**src/rtl/parity_engine.sv**
```systemverilog
// -----------------------------------------------------------------------------
// parity_engine
//
// Serial parity engine. A start pulse in IDLE captures a DATA_W-bit word, the
// received parity bit and the even/odd convention. The word is then scanned
// one bit per clock while the ones are counted. When the scan completes, the
// ones count, even/odd parity and the parity-error flag are loaded, and done
// pulses for one cycle. Results then hold until the next accepted start.
//
// Optional feature macro: PARITY_ENGINE_EARLY_EXIT_EN
//   When defined, the scan ends as soon as no set bits remain above the bit
//   being processed. Latency is the index of the highest set bit + 1, with a
//   minimum of 1. The results are identical to a full scan.
//   When undefined, the latency is always DATA_W cycles.
//
// Parameters:
//   DATA_W      word width, 2..64
//   CNT_W       ones-counter width, derived from DATA_W (do not override)
//
// Ports:
//   clk         clock, rising edge
//   rst_n       asynchronous active-low reset
//   start       request; sampled only in IDLE
//   data_in     word to check, captured on the accepted start edge
//   parity_in   received parity bit, captured with data_in
//   odd_mode    0 = even convention, 1 = odd convention, captured with data_in
//   busy        high from the accepted start until the return to IDLE
//   done        one-cycle strobe; results valid
//   ones_count  number of ones in the captured word
//   even_parity ones count is even
//   odd_parity  ones count is odd
//   parity_err  ^word ^ parity_in ^ odd_mode
// -----------------------------------------------------------------------------
module parity_engine #(
    parameter int DATA_W = 8,
    parameter int CNT_W  = $clog2(DATA_W + 1)
) (
    input  logic              clk,
    input  logic              rst_n,
    input  logic              start,
    input  logic [DATA_W-1:0] data_in,
    input  logic              parity_in,
    input  logic              odd_mode,
    output logic              busy,
    output logic              done,
    output logic [CNT_W-1:0]  ones_count,
    output logic              even_parity,
    output logic              odd_parity,
    output logic              parity_err
);

    typedef enum logic [1:0] {
        IDLE = 2'd0,
        SCAN = 2'd1,
        DONE = 2'd2
    } state_t;

    state_t             state;
    state_t             state_nxt;

    logic [DATA_W-1:0]  sreg;
    logic [CNT_W-1:0]   acc;
    logic [CNT_W-1:0]   bit_cnt;
    logic               par_cap;
    logic               odd_cap;

    logic [CNT_W-1:0]   acc_nxt;
    logic               scan_last;

    // The running count includes the bit being shifted out on this edge.
    // The final results are therefore loaded from acc_nxt, not from acc.
    always_comb begin
        acc_nxt = acc + {{(CNT_W-1){1'b0}}, sreg[0]};
    end

`ifdef PARITY_ENGINE_EARLY_EXIT_EN
    // Stop once nothing above bit 0 remains set. Any bits left after this
    // are zero and cannot change the count.
    always_comb begin
        scan_last = (bit_cnt == CNT_W'(DATA_W - 1)) || (sreg[DATA_W-1:1] == '0);
    end
`else
    always_comb begin
        scan_last = (bit_cnt == CNT_W'(DATA_W - 1));
    end
`endif

    // State register
    always_ff @(posedge clk or negedge rst_n) begin
        if (!rst_n) begin
            state <= IDLE;
        end else begin
            state <= state_nxt;
        end
    end

    // Next-state logic
    always_comb begin
        state_nxt = state;
        case (state)
            IDLE:    if (start) state_nxt = SCAN;
            SCAN:    if (scan_last) state_nxt = DONE;
            DONE:    state_nxt = IDLE;
            default: state_nxt = IDLE;
        endcase
    end

    // Datapath and registered outputs
    always_ff @(posedge clk or negedge rst_n) begin
        if (!rst_n) begin
            sreg        <= '0;
            acc         <= '0;
            bit_cnt     <= '0;
            par_cap     <= 1'b0;
            odd_cap     <= 1'b0;
            busy        <= 1'b0;
            done        <= 1'b0;
            ones_count  <= '0;
            even_parity <= 1'b0;
            odd_parity  <= 1'b0;
            parity_err  <= 1'b0;
        end else begin
            done <= 1'b0;
            case (state)
                IDLE: begin
                    if (start) begin
                        sreg        <= data_in;
                        par_cap     <= parity_in;
                        odd_cap     <= odd_mode;
                        acc         <= '0;
                        bit_cnt     <= '0;
                        busy        <= 1'b1;
                        ones_count  <= '0;
                        even_parity <= 1'b0;
                        odd_parity  <= 1'b0;
                        parity_err  <= 1'b0;
                    end
                end
                SCAN: begin
                    acc     <= acc_nxt;
                    sreg    <= sreg >> 1;
                    bit_cnt <= bit_cnt + CNT_W'(1);
                    if (scan_last) begin
                        done        <= 1'b1;
                        ones_count  <= acc_nxt;
                        even_parity <= ~acc_nxt[0];
                        odd_parity  <= acc_nxt[0];
                        parity_err  <= acc_nxt[0] ^ par_cap ^ odd_cap;
                    end
                end
                DONE: begin
                    busy <= 1'b0;
                end
                default: begin
                    busy <= 1'b0;
                end
            endcase
        end
    end

endmodule
```
**config.mk**
```make
export PLATFORM = sky130hd
export DESIGN_NAME = parity_engine
export DESIGN_NICKNAME = d
export VERILOG_FILES = /design/src/rtl/parity_engine.sv
export SDC_FILE = /design/constraint.sdc
export NUM_CORES = 1
export LEC_CHECK = 0
export CAP_MARGIN = 30
export CELL_PAD_IN_SITES_DETAIL_PLACEMENT = 0
export CELL_PAD_IN_SITES_GLOBAL_PLACEMENT = 2
export CORE_AREA = 2 2 62 64
export CTS_BUF_LIST = sky130_fd_sc_hd__clkbuf_2 sky130_fd_sc_hd__clkbuf_4 sky130_fd_sc_hd__clkbuf_8
export DETAILED_ROUTE_END_ITERATION = 7
export DIE_AREA = 0 0 64 66
export PLACE_DENSITY = 0.93
export SLEW_MARGIN = 40
export SYNTH_ARGS = -nofsm -noshare
export SYNTH_HDL_FRONTEND = slang
export SYNTH_SLANG_ARGS = --single-unit
```
**constraint.sdc**
```tcl
create_clock -name clk -period 2.1 [get_ports clk]
set_input_delay 0.42 -clock clk [delete_from_list [all_inputs] [get_ports clk]]
set_output_delay 0.42 -clock clk [all_outputs]
set_load 0.02 [all_outputs]
```
==> results of run 1 <==
placed cells by master, fill, tap and decap left out, drive strengths merged, types with 2 or more instances in the layout:
| cell type | Yosys | layout |
|---|---|---|
| nand3 | 4 | 4 |
| a21oi | 11 | 11 |
| inv | 4 | 4 |
| nand2 | 7 | 7 |
| nor2b | 10 | 10 |
| o21ai | 12 | 12 |
| a22oi | 7 | 7 |
| clkbuf | 1 | 3 |
| buf | 5 | 4 |
| nor2 | 3 | 3 |
| clkdlybuf4s50 | 0 | 21 |
| mux2 | 2 | 2 |
| ha | 3 | 3 |
| xnor2 | 3 | 3 |
| a22o | 8 | 8 |
| dfrtp | 28 | 28 |
| nor3b | 2 | 2 |
| o311ai | 2 | 2 |
cells in the mapped netlist:
library cell   n
o311ai_0       2
buf_2          2
and2_4         1
dfrtp_1       28
buf_6          1
mux2_4         2
a21o_1         1
xor2_1         1
a22o_1         8
o21ba_2        1
o21ai_0       12
o21bai_4       1
nor2b_1       10
a22oi_1        7
nor2_1         2
ha_1           3
nor3b_1        2
nand2_1        7
nand3_1        4
nand2b_1       1
nand3b_1       1
nor2_2         1
a21oi_1       11
inv_1          4
xnor2_1        3
buf_4          2
clkbuf_1       1
cell families (layout without fill, tap and decap cells):
family | count (synthesis) | after routing | synth area share
XOR/XNOR | 4 | 4 | 0.0267
flip-flops | 28 | 28 | 0.535
AO/OA/AOI/OAI | 43 | 43 | 0.223
buffers and inverters | 10 | 33 | 0.0420
AND/OR/NAND/NOR | 29 | 29 | 0.122
adder cells (fa/ha/maj) | 3 | 3 | 0.0287
multiplexers | 2 | 2 | 0.0229
metrics by stage:
step,instance area [um^2],setup slack (ps),hold WS [ps]
6_report,1620,341,439
5_1_grt,1620,253,442
4_1_cts,1620,321,459
3_5_place_dp,1570,301,488
3_3_place_gp,1570,337,475
2_1_floorplan,1310,839,124
layout make-up:
class | instances | share of cell area
clock inverters | 1 | 0.0185
clock buffers | 3 | 0.0139
multi-input cells | 81 | 0.342
flip-flops and latches | 28 | 0.432
well taps | 48 | 0.0370
repair buffers | 25 | 0.148
inverters | 4 | 0.00925
sequential cells by signal (all words and copies together) (netlist names):
name / flops
acc: 4
sreg: 8
bit_cnt: 4
busy: 1
odd_parity: 1
state: 2
par_cap: 1
done: 1
ones_count: 3
parity_err: 1
even_parity: 1
odd_cap: 1
metal layers:
metal / share of wire / up-vias / track usage
li1: - / 470 / -
met1: 0.49 / 451 / 0.197
met2: 0.47 / 20 / 0.232
met3: 0.039 / 2 / 0.0239
met4: 0.0038 / 0 / 0.0489
met5: 0 / - / 0
power by group:
part           internal [uW]  total [uW]  switching, uW
logic                    428         814            386
clock network            193         354            161
registers                730         907            177
worst reg2reg max path, stage by stage (launching register included):
cell and delay (ps):
dfrtp_1 590, o21bai_4 310, a21o_1 250, a22o_1 240
how the worst max path moves through the flow:
stage | slack (ps) | start | end
after floorplan | 840 | bit_cnt[0] | ones_count[3]
after global placement | 340 | start | par_cap
after detailed placement | 300 | start | par_cap
after CTS | 320 | busy | busy
after global routing | 250 | busy | busy
final | 340 | busy | busy
==> impl_metrics.ini, run 1 <==
[run_status]
status = complete, no violations

[worst_setup_path]
critPathLaunchType = flip-flop
cpPeakStageDelay_ps = 620
rrSetupSlack_ps = 600
r2r-end = parity_err
r2r_cells = 3
required_ps = 1680
worstPathMaxFanout = 2
path_cells = clkdlybuf4s50_1
critPathSlowestCell = clkdlybuf4s50_1
crit_family = buffers and inverters
path_buf_inv = 1
critPathArrivalTime_ps = 1340
crit_type = reg2out
critPathCaptureType = primary output
critical_path_cell_count = 1
timing.rr.start = state[1]

[placement]
gp_routability_congestion = 0.701
io_buffers = 21
dp_cells = 186
place_hpwl_um = 1870

[grt]
antenna_found_initial = 0
grt_pass1_wl_um = 4750
grt_pass1_vias = 1006
grt_start_max_net_pins = 29
grt_usage = 0.144
grt.overflow.total = 0

[hold_path]
hold_class = in2async

[synthesis]
synthesis.instances = 119
synth.area.top_cells = dfrtp_1 53%, a22o_1 5.3%, nor2b_1 4.8%
ys_ff_latch = 28
yosysWarnings = 0
syn_avg_cell_area_um2 = 11.0
yosysSeqAreaShare = 0.535
syn-cell-area_mm2 = 0.00131
synthesis.nets = 135
synth_top_area_frac = 0.535
synth.distinct_cells = 27
yosysTopAreaCell = dfrtp_1

[final_layout]
drive_gt1_frac = 0.0986
multi_input_area_um2 = 554
seqCellArea_um2 = 701
fill_cells = 347
fin_util = 0.457
syn_to_final_growth_pct = 23.9
antennaDiodeCount = 0
fin_nets = 159
final_cells = 190

[sta]
slew_viol_final = 0
finalSetupTns_ps = 0
rsz0062_at_grt = no
relSlewSlack = 0.673
finalSetupViolCount = 0
fmax_ghz = 0.569
min_period_over_period = 0.838
tightestPinTransition_ps = 491
worst_clock_skew_ps = 13.9
hold_viol_final = 0
min_period_ps = 1760

[clocking]
clockBufferDepth = 2
cts_tree = done
ctsHoldBuffers = 0
clock-root-buffer = clkbuf_4
clock_latency_ps = 330
cts_buffers = 3
cts.repair.resized = 0
clock_sinks = 28
path_clk_slew_ps = 160
post-cts-setup-buffers = 0
ctsHtreeMaxLevel = 1

[floorplanning]
die_area_mm2 = 0.00422
num_rows = 22
io-pin-count = 22
initial_core_util = 0.369
die_w_um = 64
die_h_um = 66
core_area_mm2 = 0.00355

[drt]
drt_iter0_drc = 47
via_per_inst = 4.96
drt_pre_antenna_iters = 4
drc = 0
wl_um = 2630
post_drt_wl_per_cell_um = 13.8
ant_nets = 0
via_count = 943

[power_and_ir_drop]
powerDensity_mw_per_mm2 = 1280
power_uw = 2070
ir_drop_v = 0.000706
leakage_uw = 0.000694

[run]
drv_cap = 0
Power figures use the tool's default switching activity.
==> run 2, diff against run 1 <==
CORE_AREA = 2 2 67 69   (was 2 2 62 64)
DIE_AREA = 0 0 69 71   (was 0 0 64 66)
PLACE_DENSITY = 0.85   (was 0.93)
clock period = 1.6 ns   (was 2.1 ns; I/O delays follow)
==> impl_metrics.ini, run 2 (same netlist as run 1, synthesis figures left out) <==
[sta]
finalSetupViolCount = 0
rsz0062_at_grt = no
slew_viol_final = 0
finalSetupTns_ps = 0
hold_viol_final = 0
tightestPinTransition_ps = 412
min_period_over_period = 0.975
worst_clock_skew_ps = 13.0
relSlewSlack = 0.725
min_period_ps = 1560
fmax_ghz = 0.641
hold_ws_ps = 410

[worst_setup_path]
worstPathMaxFanout = 1
r2r-end = parity_err
crit_type = reg2out
critPathSlowestCell = clkdlybuf4s50_1
crit_family = buffers and inverters
critPathArrivalTime_ps = 1240
critPathLaunchType = flip-flop
path_cells = clkdlybuf4s50_1
required_ps = 1280
path_buf_inv = 1
r2r_cells = 4
rrSetupSlack_ps = 130
critPathCaptureType = primary output
timing.rr.start = bit_cnt[0]
cpPeakStageDelay_ps = 600
critical_path_cell_count = 1

[final_layout]
top_regs = sreg: 8 flops, acc: 4 flops, bit_cnt: 4 flops
largest-register = sreg
drive_gt1_frac = 0.141
fin_area_mm2 = 0.00172
final_cell_mix = 28 x dfrtp_1, 13 x clkdlybuf4s50_1, 12 x o21ai_0, 11 x a21oi_1, 11 x buf_4
largest_register_ffs = 8
final_common_cell = dfrtp_1
fill_cells = 406
fin_nets = 166
antennaDiodeCount = 0
fin_util = 0.409
syn_to_final_growth_pct = 31.2

[clocking]
cts_tree = done
clock_sinks = 28
ctsHoldBuffers = 0
clock-root-buffer = clkbuf_8
path_clk_slew_ps = 100
post-cts-setup-buffers = 0
clock_latency_ps = 280
clockBufferDepth = 2
ctsHtreeMaxLevel = 1
cts_buffers = 3

[grt]
grt_pass1_wl_um = 5010
grt_start_max_net_pins = 29
grt_pass1_vias = 1039
grt_usage = 0.126
antenna_found_initial = 0
grt.overflow.total = 0

[floorplanning]
core_area_mm2 = 0.00420
num_rows = 24
die_area_mm2 = 0.00490
initial_core_util = 0.312
io-pin-count = 22
die_h_um = 71
die_w_um = 69

[power_and_ir_drop]
pwr-share-comb = 0.394
p_clk_frac = 0.195
power_uw = 2890
p_int_uw = 1890
ir_drop_v = 0.000471
powerDensity_mw_per_mm2 = 1680
netSwitchingFraction = 0.345
leakage_uw = 0.000863
pwr-share-seq = 0.411
switching_power_uw = 996

[run_status]
status = complete, no violations

[drt]
ant_nets = 0
drt_iter0_drc = 34
drt_pre_antenna_iters = 4
drc = 0
post_drt_wl_per_cell_um = 14.5
via_per_inst = 5.03
wl_um = 2920
via_count = 1011

[run]
drv_cap = 0

[placement]
gp_routability_congestion = 0.714
postPlaceCellArea_mm2 = 0.00163
place_hpwl_um = 2040
io_buffers = 21

[hold_path]
hold_class = in2async
==> run 2: changes by cell type in the layout (fill, tap and decap cells not counted), sizes merged <==
cell	previous run	this run
buf	4	11
dlymetal6s2s	0	8
clkdlybuf4s50	21	13
==> run 2: power by group through the flow <==
stage	clock network, uW	registers, uW	logic, uW
2_1_floorplan	0	1210	704
3_3_place_gp	0	1190	1120
3_5_place_dp	0	1200	1160
4_1_cts	572	1190	1170
5_1_grt	602	1220	1250
6_report	563	1190	1140
==> run 2: routing by layer <==
layer | vias up | global-route usage | wire, um
met3 | 4 | 0.0285 | 112
li1 | 484 | - | -
met2 | 21 | 0.214 | 1420
met5 | - | 0 | 0
met4 | 0 | 0.0458 | 41
met1 | 502 | 0.159 | 1350
==> run 2: repair_timing <==
action,4_1_cts,5_1_grt
endpoints found under the setup margin,0,8
resized for setup,0,8
endpoints found under the hold margin,0,0
==> run 2: worst register-to-register path: stages (launching register included) <==
cell and delay, ps:
dfrtp_1 400, ha_1 200, nand3b_1 200, a21o_1 310, a22o_1 260
==> run 2: layout make-up <==
cell class	count	area [um^2]	area share
clock buffer	3	41.3	0.0240
clock inverter	1	30.0	0.0175
inverter	4	15.0	0.00873
multi-input combinational	81	554	0.322
sequential	28	701	0.408
tap	52	65.1	0.0378
timing repair buffer	32	313	0.182
==> run 2: worst max path at each step <==
stage                    endpoint  slack (ps)        from
global route                 done           4        done
CTS                 ones_count[0]           2  odd_parity
finish                       done          40        done
floorplan           ones_count[3]         340  bit_cnt[0]
detailed placement  ones_count[3]         -50       start
global placement    ones_count[3]         -50       start
==> run 2: through the flow <==
step | cells | setup WS (ps)
global route | 201 | 4.47
detailed placement | 197 | -51.7
global placement | 197 | -49.1
floorplan | 119 | 339
CTS | 201 | 1.68
finish | 201 | 40.1
==> run 3, diff against run 2 <==
CORE_AREA = 5 5 70 72   (was 2 2 67 69)
DIE_AREA = 0 0 75 77   (was 0 0 69 71)
==> impl_metrics.ini, run 3 (same netlist as run 1, synthesis figures left out) <==
[worst_setup_path]
r2r_cells = 4
cpPeakStageDelay_ps = 600
critPathLaunchType = flip-flop
worstPathMaxFanout = 1
required_ps = 1280
critPathCaptureType = primary output
crit_type = reg2out
r2r-end = ones_count[3]
crit_family = buffers and inverters
critPathSlowestCell = clkdlybuf4s50_1
path_cells = clkdlybuf4s50_1
critPathArrivalTime_ps = 1210
path_buf_inv = 1
timing.rr.start = bit_cnt[0]
rrSetupSlack_ps = 180

[clocking]
ctsHtreeMaxLevel = 1
post-cts-setup-buffers = 0
clock_sinks = 28
cts_tree = done
clock-root-buffer = clkbuf_8
path_clk_slew_ps = 90
cts_buffers = 3
clockBufferDepth = 2
ctsHoldBuffers = 0
clock_latency_ps = 280

[final_layout]
antennaDiodeCount = 0
top_regs = sreg: 8 flops, acc: 4 flops, bit_cnt: 4 flops
fin_nets = 165
fill_cells = 407
fin_area_mm2 = 0.00169
fin_util = 0.399
syn_to_final_growth_pct = 28.8
final_common_cell = dfrtp_1
multi_input_area_um2 = 554
largest-register = sreg
final_cells = 200
drive_gt1_frac = 0.135
largest_register_ffs = 8
seqCellArea_um2 = 701
final_cell_mix = 28 x dfrtp_1, 13 x clkdlybuf4s50_1, 12 x o21ai_0, 11 x a21oi_1

[sta]
rsz0062_at_grt = no
worst_clock_skew_ps = 1.77
fmax_ghz = 0.655
slew_viol_final = 0
tightestPinTransition_ps = 402
finalSetupTns_ps = 0
finalSetupViolCount = 0
relSlewSlack = 0.732
min_period_over_period = 0.954
min_period_ps = 1530
hold_viol_final = 0
setup_ws_ps = 73.4

[hold_path]
hold_class = in2async

[floorplanning]
die_w_um = 75
core_area_mm2 = 0.00423
die_area_mm2 = 0.00578
io-pin-count = 22
num_rows = 24
die_h_um = 77
initial_core_util = 0.309

[placement]
place_hpwl_um = 2020
gp_routability_congestion = 0.724
dp_slack_ps = -88.8
io_buffers = 21
postPlaceCellArea_mm2 = 0.00162
dp_cells = 196

[drt]
drt_iter0_drc = 62
drc = 0
ant_nets = 0
post_drt_wl_per_cell_um = 14.1
wl_um = 2810
drt_pre_antenna_iters = 4
via_per_inst = 4.88
via_count = 976

[run_status]
status = complete, no violations

[grt]
antenna_found_initial = 0
grt_usage = 0.107
grt_pass1_wl_um = 4820
grt.overflow.total = 0
grt_start_max_net_pins = 29
grt_pass1_vias = 1088

[power_and_ir_drop]
powerDensity_mw_per_mm2 = 1620
ir_drop_v = 0.000416
leakage_uw = 0.000825

[run]
drv_cap = 0
[run 3: changes by cell type in the layout (fill, tap and decap cells not counted)]
cell	change
buf_4	-1
bufinv_16	-1
clkbuf_8	+1
dlygate4sd2_1	+2
dlymetal6s2s_1	-2
[run 3: metal layers]
layer,vias up,share of wire,global-route usage
met5,-,0,0
met4,0,0.022,0.0534
met3,6,0.056,0.0183
met2,22,0.46,0.174
met1,466,0.46,0.132
li1,482,-,-
[run 3: worst max path at each step]
stage	startpoint	to	slack, ps	cells past startpoint
final	done	done	70	1
after global routing	done	done	40	1
after CTS	even_parity	even_parity	1	1
after detailed placement	start	parity_err	-90	5
after global placement	start	parity_err	-50	5
after floorplan	bit_cnt[0]	ones_count[3]	340	4
[run 3: power by group]
part | internal, uW | total, uW | switching, uW
Sequential | 960 | 1180 | 224
Combinational | 573 | 1110 | 532
Clock | 221 | 440 | 220
Total | 1750 | 2730 | 976
[run 3: cell type report]
class                           instances  share of cell area
Clock buffer                            4              0.0326
Timing Repair Buffer                   31               0.176
Multi-Input combinational cell         81               0.328
Inverter                                4             0.00890
Tap cell                               52              0.0385
Sequential cell                        28               0.415
[run 3: what timing repair did]
action,CTS,global route
gates resized for setup,2,6
endpoints found under the setup margin,3,6
hold endpoints to repair,0,0
pin swaps,0,0
[run 3: per-stage QoR]
| step | power [uW] | hold WS [ps] |
|---|---|---|
| 3_5_place_dp | 2330 | 479 |
| 4_1_cts | 2770 | 431 |
| 3_3_place_gp | 2300 | 474 |
| 6_report | 2730 | 418 |
| 5_1_grt | 2930 | 472 |
| 2_1_floorplan | 1910 | 24.4 |
